<file path="config.mk">
export PLATFORM = sky130hd
export DESIGN_NAME = csi2_packet_decoder
export DESIGN_NICKNAME = d
export VERILOG_FILES = /design/src/rtl/csi2_pkg.sv /design/src/rtl/csi2_crc16.sv /design/src/rtl/csi2_packet_decoder.sv
export SDC_FILE = /design/constraint.sdc
export NUM_CORES = 1
export LEC_CHECK = 0
export CAP_MARGIN = 40
export CORE_ASPECT_RATIO = 1.5
export CORE_UTILIZATION = 50
export CTS_CLUSTER_SIZE = 20
export DETAILED_ROUTE_END_ITERATION = 7
export PLACE_DENSITY = 0.76
export SYNTH_ARGS = -nofsm -noshare
export SYNTH_HDL_FRONTEND = slang
export SYNTH_HIERARCHICAL = 1
export SYNTH_SLANG_ARGS = --single-unit
</file>
<file path="constraint.sdc">
create_clock -name clk -period 4.65 [get_ports clk]
set_input_delay 0.93 -clock clk [delete_from_list [all_inputs] [get_ports clk]]
set_output_delay 0.93 -clock clk [all_outputs]
set_load 0.02 [all_outputs]
</file>
<file path="src/rtl/csi2_pkg.sv">
// csi2_pkg: shared CSI-2 data types, FSM states, header ECC and payload CRC helpers
// Used by csi2_packet_decoder, csi2_crc16 and the TX model checker.
package csi2_pkg;
    localparam logic [5:0] DT_FS       = 6'h00;
    localparam logic [5:0] DT_FE       = 6'h01;
    localparam logic [5:0] DT_LS       = 6'h02;
    localparam logic [5:0] DT_LE       = 6'h03;
    localparam logic [5:0] DT_LONG_MIN = 6'h10;
    typedef enum logic [2:0] {ST_IDLE, ST_HEADER, ST_PAYLOAD, ST_CRC, ST_DROP} state_e;
    // Each mask selects the header bits feeding one parity bit of the CSI-2 v1.x Hamming code.
    function automatic logic [7:0] ecc6(input logic [23:0] d);
        logic [7:0] e;
        e    = 8'h00;
        e[0] = ^(d & 24'hF12CB7);
        e[1] = ^(d & 24'hF2555B);
        e[2] = ^(d & 24'h749A6D);
        e[3] = ^(d & 24'hB8E38E);
        e[4] = ^(d & 24'hDF03F0);
        e[5] = ^(d & 24'hEFFC00);
        return e;
    endfunction
    // Reflected CRC-16/CCITT (0x8408), one byte, LSB first.
    function automatic logic [15:0] crc16_byte(input logic [15:0] crc, input logic [7:0] b);
        logic [15:0] c;
        c = crc ^ {8'h00, b};
        for (int i = 0; i < 8; i++) c = c[0] ? ((c >> 1) ^ 16'h8408) : (c >> 1);
        return c;
    endfunction
endpackage

</file>
<file path="src/rtl/csi2_crc16.sv">
// csi2_crc16: byte-wide CRC-16 accumulator over long-packet payload
// Ports: clk, reset (sync, active-high), clear_i (reload 0xFFFF), en_i (fold data_i),
//        data_i[7:0] payload byte, crc_o[15:0] running CRC.
module csi2_crc16
    import csi2_pkg::*;
(
    input  logic        clk,
    input  logic        reset,
    input  logic        clear_i,
    input  logic        en_i,
    input  logic [7:0]  data_i,
    output logic [15:0] crc_o
);
    logic [15:0] crc_q;
    always_ff @(posedge clk) begin
        if (reset)        crc_q <= 16'h0000;
        else if (clear_i) crc_q <= 16'hFFFF;
        else if (en_i)    crc_q <= crc16_byte(crc_q, data_i);
    end
    assign crc_o = crc_q;
endmodule

</file>
<file path="src/rtl/csi2_packet_decoder.sv">
// csi2_packet_decoder: CSI-2 byte-stream packet decoder (header ECC check, frame/line tracking, payload out)
// Inputs : clk, reset (sync, active-high), rx_valid, rx_data[7:0], rx_eot (last byte of burst).
// Outputs: hdr_valid, vc, dt, word_count (last good header); frame_valid, line_valid,
//          frame_number, line_number; pixel_data, pixel_valid, pixel_last;
//          ecc_err, crc_err, len_err one-cycle status pulses. All outputs registered.
// Build option: CSI2_CRC_CHECK_EN enables payload CRC-16 checking; otherwise crc_err is 0.
module csi2_packet_decoder
    import csi2_pkg::*;
#(
    parameter int unsigned MAX_WORD_COUNT = 4096
)
(
    input  logic        clk,
    input  logic        reset,
    input  logic        rx_valid,
    input  logic [7:0]  rx_data,
    input  logic        rx_eot,
    output logic        hdr_valid,
    output logic [1:0]  vc,
    output logic [5:0]  dt,
    output logic [15:0] word_count,
    output logic        frame_valid,
    output logic        line_valid,
    output logic [15:0] frame_number,
    output logic [15:0] line_number,
    output logic [7:0]  pixel_data,
    output logic        pixel_valid,
    output logic        pixel_last,
    output logic        ecc_err,
    output logic        crc_err,
    output logic        len_err
);
    localparam logic [16:0] MAX_WC = 17'(MAX_WORD_COUNT);
    state_e      state_q, state_d;
    logic [1:0]  bcnt_q, bcnt_d;
    logic [7:0]  di_q, di_d;
    logic [15:0] wc_q, wc_d;
    logic [15:0] cnt_q, cnt_d;
    logic        hdr_valid_q, hdr_valid_d;
    logic [1:0]  vc_q, vc_d;
    logic [5:0]  dt_q, dt_d;
    logic [15:0] word_count_q, word_count_d;
    logic        frame_valid_q, frame_valid_d;
    logic        line_valid_q, line_valid_d;
    logic [15:0] frame_number_q, frame_number_d;
    logic [15:0] line_number_q, line_number_d;
    logic [7:0]  pixel_data_q, pixel_data_d;
    logic        pixel_valid_q, pixel_valid_d;
    logic        pixel_last_q, pixel_last_d;
    logic        ecc_err_q, ecc_err_d;
    logic        len_err_q, len_err_d;
`ifdef CSI2_CRC_CHECK_EN
    logic        crc_err_q, crc_err_d;
    logic [7:0]  crc_lo_q, crc_lo_d;
    logic        crc_clear, crc_en;
    logic [15:0] crc_val;
    csi2_crc16 u_crc (
        .clk     (clk),
        .reset   (reset),
        .clear_i (crc_clear),
        .en_i    (crc_en),
        .data_i  (rx_data),
        .crc_o   (crc_val)
    );
`endif
    // bcnt_q counts header bytes (1..3) in HEADER and CRC bytes (0..1) in CRC.
    always_comb begin
        state_d        = state_q;
        bcnt_d         = bcnt_q;
        di_d           = di_q;
        wc_d           = wc_q;
        cnt_d          = cnt_q;
        hdr_valid_d    = 1'b0;
        vc_d           = vc_q;
        dt_d           = dt_q;
        word_count_d   = word_count_q;
        frame_valid_d  = frame_valid_q;
        line_valid_d   = line_valid_q;
        frame_number_d = frame_number_q;
        line_number_d  = line_number_q;
        pixel_data_d   = pixel_data_q;
        pixel_valid_d  = 1'b0;
        pixel_last_d   = 1'b0;
        ecc_err_d      = 1'b0;
        len_err_d      = 1'b0;
`ifdef CSI2_CRC_CHECK_EN
        crc_err_d      = 1'b0;
        crc_lo_d       = crc_lo_q;
        crc_clear      = 1'b0;
        crc_en         = 1'b0;
`endif
        if (rx_valid) begin
            case (state_q)
                ST_IDLE: begin
                    di_d      = rx_data;
                    bcnt_d    = 2'd1;
                    len_err_d = rx_eot;
                    state_d   = rx_eot ? ST_IDLE : ST_HEADER;
                end
                ST_HEADER: begin
                    bcnt_d = bcnt_q + 2'd1;
                    if (bcnt_q == 2'd1) wc_d[7:0] = rx_data;
                    if (bcnt_q == 2'd2) wc_d[15:8] = rx_data;
                    if (bcnt_q != 2'd3) begin
                        len_err_d = rx_eot;
                        state_d   = rx_eot ? ST_IDLE : ST_HEADER;
                    end else if (rx_data != ecc6({wc_q, di_q})) begin
                        ecc_err_d = 1'b1;
                        state_d   = rx_eot ? ST_IDLE : ST_DROP;
                    end else begin
                        hdr_valid_d  = 1'b1;
                        vc_d         = di_q[7:6];
                        dt_d         = di_q[5:0];
                        word_count_d = wc_q;
                        state_d      = ST_IDLE;
                        if (di_q[5:0] < DT_LONG_MIN) begin
                            if (di_q[5:0] == DT_FS) begin
                                frame_valid_d  = 1'b1;
                                frame_number_d = wc_q;
                            end
                            if (di_q[5:0] == DT_FE) begin
                                frame_valid_d = 1'b0;
                                line_valid_d  = 1'b0;
                            end
                            if (di_q[5:0] == DT_LS) begin
                                line_valid_d  = 1'b1;
                                line_number_d = wc_q;
                            end
                            if (di_q[5:0] == DT_LE) line_valid_d = 1'b0;
                        end else if (rx_eot) begin
                            len_err_d = 1'b1;
                        end else if ({1'b0, wc_q} > MAX_WC) begin
                            len_err_d = 1'b1;
                            state_d   = ST_DROP;
                        end else begin
                            state_d = (wc_q == 16'd0) ? ST_CRC : ST_PAYLOAD;
                            cnt_d   = wc_q;
                            bcnt_d  = 2'd0;
`ifdef CSI2_CRC_CHECK_EN
                            crc_clear = 1'b1;
`endif
                        end
                    end
                end
                ST_PAYLOAD: begin
                    pixel_valid_d = 1'b1;
                    pixel_data_d  = rx_data;
                    cnt_d         = cnt_q - 16'd1;
                    // A burst ending on the last payload byte still lacks its CRC, so it is truncated.
                    pixel_last_d  = (cnt_q == 16'd1) && !rx_eot;
                    len_err_d     = rx_eot;
                    state_d       = rx_eot ? ST_IDLE : (cnt_q == 16'd1) ? ST_CRC : ST_PAYLOAD;
                    bcnt_d        = 2'd0;
`ifdef CSI2_CRC_CHECK_EN
                    crc_en = 1'b1;
`endif
                end
                ST_CRC: begin
                    bcnt_d    = bcnt_q + 2'd1;
                    len_err_d = (bcnt_q == 2'd0) && rx_eot;
                    state_d   = ((bcnt_q != 2'd0) || rx_eot) ? ST_IDLE : ST_CRC;
`ifdef CSI2_CRC_CHECK_EN
                    crc_lo_d  = rx_data;
                    crc_err_d = (bcnt_q != 2'd0) && ({rx_data, crc_lo_q} != crc_val);
`endif
                end
                ST_DROP: state_d = rx_eot ? ST_IDLE : ST_DROP;
                default: state_d = ST_IDLE;
            endcase
        end
    end
    always_ff @(posedge clk) begin
        if (reset) begin
            state_q        <= ST_IDLE;
            bcnt_q         <= 2'd0;
            di_q           <= 8'h00;
            wc_q           <= 16'h0000;
            cnt_q          <= 16'h0000;
            hdr_valid_q    <= 1'b0;
            vc_q           <= 2'd0;
            dt_q           <= 6'd0;
            word_count_q   <= 16'h0000;
            frame_valid_q  <= 1'b0;
            line_valid_q   <= 1'b0;
            frame_number_q <= 16'h0000;
            line_number_q  <= 16'h0000;
            pixel_data_q   <= 8'h00;
            pixel_valid_q  <= 1'b0;
            pixel_last_q   <= 1'b0;
            ecc_err_q      <= 1'b0;
            len_err_q      <= 1'b0;
        end else begin
            state_q        <= state_d;
            bcnt_q         <= bcnt_d;
            di_q           <= di_d;
            wc_q           <= wc_d;
            cnt_q          <= cnt_d;
            hdr_valid_q    <= hdr_valid_d;
            vc_q           <= vc_d;
            dt_q           <= dt_d;
            word_count_q   <= word_count_d;
            frame_valid_q  <= frame_valid_d;
            line_valid_q   <= line_valid_d;
            frame_number_q <= frame_number_d;
            line_number_q  <= line_number_d;
            pixel_data_q   <= pixel_data_d;
            pixel_valid_q  <= pixel_valid_d;
            pixel_last_q   <= pixel_last_d;
            ecc_err_q      <= ecc_err_d;
            len_err_q      <= len_err_d;
        end
    end
`ifdef CSI2_CRC_CHECK_EN
    always_ff @(posedge clk) begin
        if (reset) begin
            crc_err_q <= 1'b0;
            crc_lo_q  <= 8'h00;
        end else begin
            crc_err_q <= crc_err_d;
            crc_lo_q  <= crc_lo_d;
        end
    end
    assign crc_err = crc_err_q;
`else
    assign crc_err = 1'b0;
`endif
    assign hdr_valid    = hdr_valid_q;
    assign vc           = vc_q;
    assign dt           = dt_q;
    assign word_count   = word_count_q;
    assign frame_valid  = frame_valid_q;
    assign line_valid   = line_valid_q;
    assign frame_number = frame_number_q;
    assign line_number  = line_number_q;
    assign pixel_data   = pixel_data_q;
    assign pixel_valid  = pixel_valid_q;
    assign pixel_last   = pixel_last_q;
    assign ecc_err      = ecc_err_q;
    assign len_err      = len_err_q;
endmodule

</file>
==> load_flow_metrics.sql <==
INSERT INTO impl_metrics (metric_group, metric, value, unit) VALUES
('critical_path', 'cp_top_family', 'compound AO/OA/AOI/OAI gates', ''),
('global_routing', 'grt.overflow.total', '0', ''),
('placement', 'place.port_buffers', '82', ''),
('power', 'powerDensity', '348.9', 'mW/mm^2'),
('clocking', 'cts.repair.resized', '0', ''),
('synth', 'synth_area_leaders', 'sky130_fd_sc_hd__dfxtp_1 (40%), sky130_fd_sc_hd__mux2i_1 (13%), sky130_fd_sc_hd__nor2_1 (6.0%)', ''),
('synth', 'ys_types', '61', ''),
('synth', 'post-synth-top-count-cell', 'sky130_fd_sc_hd__dfxtp_1', ''),
('final_layout', 'footprint_of_the_multi_input_gates', '0.003129', 'mm^2'),
('timing', 'setup-violations-final', '0', ''),
('clocking', 'tritoncts.num_buffers', '17', ''),
('placement', 'dpl_worst_slack', '0.5321', 'ns'),
('synth', 'yosys.area_share.simple', '16.86', '%'),
('critical_path', 'worstPathCellList', 'clkdlybuf4s50_1 -> xnor2_1 -> xnor3_1 -> or3_1 -> a2111oi_2 -> a21oi_1 -> buf_4 -> o311ai_0 -> o31ai_1', ''),
('clocking', 'tritoncts', 'yes', ''),
('synth', 'synth-xor-area-share', '7.809', '%'),
('clocking', 'post-cts-setup-buffer-count', '0', ''),
('final_layout', 'area_growth_syn_to_layout', '26.19', '%'),
('route', 'drcViolationCount', '0', ''),
('global_routing', 'grt_pass1_vias', '4807', ''),
('synth', 'ys_seq_area_share', '40.37', '%'),
('critical_path', 'worstPathRequired', '4.94', 'ns'),
('die', 'core_area', '0.01111', 'mm^2'),
('route', 'avgViaCountPerCell', '5.758', ''),
('synth', 'main_combinational_cell_family_by_area_after_synthesis', 'simple AND/OR/NAND/NOR gates', ''),
('placement', 'placedInstanceArea', '0.006659', 'mm^2'),
('synth', 'yosysWarnings', '6', ''),
('final_layout', 'final-seq-area', '0.002322', 'mm^2'),
('synth', 'synth.mux.area_fraction', '12.53', '%'),
('synth', 'ys.flop_type', 'sky130_fd_sc_hd__dfxtp_1', ''),
('critical_path', 'crit_path_max_fanout', '12', ''),
('die', 'io_pins', '84', ''),
('timing', 'max-slew-margin-rel', '50.07', '%'),
('timing', 'worst_pin_slew', '0.7462', 'ns'),
('global_routing', 'grt_pass1_wl', '24640', 'um'),
('clocking', 'clock_tree.root_cell', 'sky130_fd_sc_hd__clkbuf_16', ''),
('power', 'worst_ir_drop_vdd', '0.2620', 'mV'),
('die', 'die_area', '0.01195', 'mm^2'),
('final_layout', 'drive_above_1_share', '7.854', '%'),
('clocking', 'clock_slew_at_the_register_clock_pins_of_the_worst_setup_and_hold_paths', '0.06', 'ns'),
('global_routing', 'grt_start_max_net_pins', '79', ''),
('route', 'wl', '15750', 'um'),
('timing', 'timing.final.crit_period', '3.740', 'ns'),
('power', 'static-leakage-power', '2.738', 'nW'),
('route', 'detailedRoute.firstPassIterationCount', '6', ''),
('job', 'cap_viol_max_count', '0', ''),
('die', 'initial_utilization', '51.75', '%'),
('global_routing', 'antenna_found_initial', '0', ''),
('die', 'die_h', '133.4', 'um'),
('synth', 'yosysTopAreaCellShare', '40.37', '%'),
('synth', 'synth-adder-area-share', '4.786', '%'),
('status', 'run_status', 'complete, no violations', ''),
('timing', 'report.final.slew_viol_count', '0', ''),
('global_routing', 'global_route.usage.total', '27.79', '%'),
('synth', 'synth.cells.most_frequent', 'sky130_fd_sc_hd__dfxtp_1 (116), sky130_fd_sc_hd__nor2_1 (92), sky130_fd_sc_hd__mux2i_1 (72)', ''),
('timing', 'hold_slack', '0.4548', 'ns'),
('critical_path', 'timing.critical_path.slowest_stage_cell', 'sky130_fd_sc_hd__clkdlybuf4s50_1', ''),
('die', 'row_count', '47', ''),
('clocking', 'cts_htree_levels', '4', ''),
('critical_path', 'category_of_the_most_critical_setup_path', 'in -> reg', ''),
('final_layout', 'design_area', '0.007258', 'mm^2'),
('timing', 'clock.fmax', '0.2673', 'GHz'),
('timing', 'finalHoldViolCount', '0', ''),
('timing', 'finalCritPeriodShare', '80.44', '%'),
('synth', 'synth.ff_latch_count', '116', ''),
('timing', 'setup-tns-final', '0', 'ns'),
('synth', 'compound_cell_area_share_of_the_yosys_netlist', '12.25', '%'),
('route', 'drt-wirelength-per-cell', '18.32', 'um'),
('clocking', 'holdBufCountCts', '0', ''),
('critical_path', 'timing.critical_path.to_type', 'register', ''),
('critical_path', 'crit_arrival', '4.03', 'ns');
[worst reg2reg max path, stage by stage (launching register included)]
cell and delay (ns):
sky130_fd_sc_hd__dfxtp_1 0.52, sky130_fd_sc_hd__inv_1 0.12, sky130_fd_sc_hd__ha_1 0.37, sky130_fd_sc_hd__xor2_1 0.26
sky130_fd_sc_hd__xnor3_1 0.44, sky130_fd_sc_hd__or3_1 0.35, sky130_fd_sc_hd__a22o_1 0.34, sky130_fd_sc_hd__nor3_4 0.19
sky130_fd_sc_hd__buf_4 0.45, sky130_fd_sc_hd__o2111ai_1 0.20, sky130_fd_sc_hd__a32o_1 0.29
[layout by cell type, fill, tap and decap left out, types with 3 or more instances in the layout]
cell / n
sky130_fd_sc_hd__o21ai_0: 16
sky130_fd_sc_hd__nor4b_1: 3
sky130_fd_sc_hd__nor2_1: 92
sky130_fd_sc_hd__nand3_1: 11
sky130_fd_sc_hd__o211ai_1: 10
sky130_fd_sc_hd__xor2_1: 4
sky130_fd_sc_hd__dfxtp_1: 116
sky130_fd_sc_hd__nand2_1: 49
sky130_fd_sc_hd__inv_1: 27
sky130_fd_sc_hd__o31ai_1: 13
sky130_fd_sc_hd__clkdlybuf4s50_1: 81
sky130_fd_sc_hd__clkbuf_16: 17
sky130_fd_sc_hd__xnor3_1: 10
sky130_fd_sc_hd__nand2b_1: 6
sky130_fd_sc_hd__nor3_1: 12
sky130_fd_sc_hd__buf_4: 10
sky130_fd_sc_hd__a21oi_1: 42
sky130_fd_sc_hd__or2_2: 3
sky130_fd_sc_hd__inv_6: 5
sky130_fd_sc_hd__nor4_1: 8
sky130_fd_sc_hd__or3_1: 6
sky130_fd_sc_hd__xnor2_1: 17
sky130_fd_sc_hd__ha_1: 22
sky130_fd_sc_hd__or4_1: 4
sky130_fd_sc_hd__mux2i_1: 72
sky130_fd_sc_hd__o311ai_0: 4
[routing by layer]
layer	part of all wire, %	global-route usage, %	vias up
met4	4.7	17.81	0
met1	39	30.52	2377
met2	52	47.39	179
met3	4.3	5.452	58
li1	-	-	2338
met5	0	0	-
[registers in the layout, summed over array words and instances (netlist names)]
name and count:
state_q 3, ecc_err 1, hdr_valid 1, pixel_last 1, vc 2, word_count 16
frame_valid 1, di_q 8, line_valid 1, wc_q 16, pixel_data 8, len_err 1
frame_number 16, line_number 16, cnt_q 16, pixel_valid 1, dt 6, bcnt_q 2
[stage by stage]
stage	power, W	instances	utilization (%)
5_1_grt	0.002610	860	65.30
3_5_place_dp	0.001237	828	59.91
6_report	0.002532	860	65.30
2_1_floorplan	0.001183	632	-
3_3_place_gp	0.001228	825	59.55
4_1_cts	0.002546	860	65.30
[final timing paths]
check | endpoint | from | cells past startpoint | slack, ns
setup / recovery | cnt_q[6]$_SDFFE_PP0P_ | rx_data[4] | 9 | 0.91
hold / removal | pixel_data[6]$_SDFFE_PP0P_ | pixel_data[6]$_SDFFE_PP0P_ | 2 | 0.45
setup reg to reg | line_valid$_SDFFE_PP0P_ | wc_q[14]$_SDFFE_PP0P_ | 10 | 1.01
hold reg to reg | pixel_data[6]$_SDFFE_PP0P_ | pixel_data[6]$_SDFFE_PP0P_ | 2 | 0.45
[logic make-up (layout without fill, tap and decap cells)]
family          after synthesis  in the layout
mux                          72             72
fa+ha+maj                    22             22
flops                       116            116
buf+inv                      72            153
compound gates              108            108
simple gates                208            208
xor+xnor                     33             33
other cells                   1              1
[power by group]
| part | leakage (nW) | total, W | switching (W) | internal [W] |
|---|---|---|---|---|
| registers | 0.936 | 0.00102 | 0.0000161 | 0.00100 |
| clock network | 0.291 | 0.00131 | 0.000490 | 0.000823 |
| logic | 1.51 | 0.000200 | 0.000111 | 0.0000883 |
| total | 2.74 | 0.00253 | 0.000618 | 0.00191 |
[cell type report]
class                      instances  share of cell area [%]
sequential                       116                   31.99
timing repair buffer              93                   12.65
inverter                          28                   1.448
clock buffer                      19                   6.240
tap                              147                   2.534
multi-input combinational        444                   43.11
clock inverter                    13                   2.017
No activity file was read; power rests on OpenSTA's default activity.
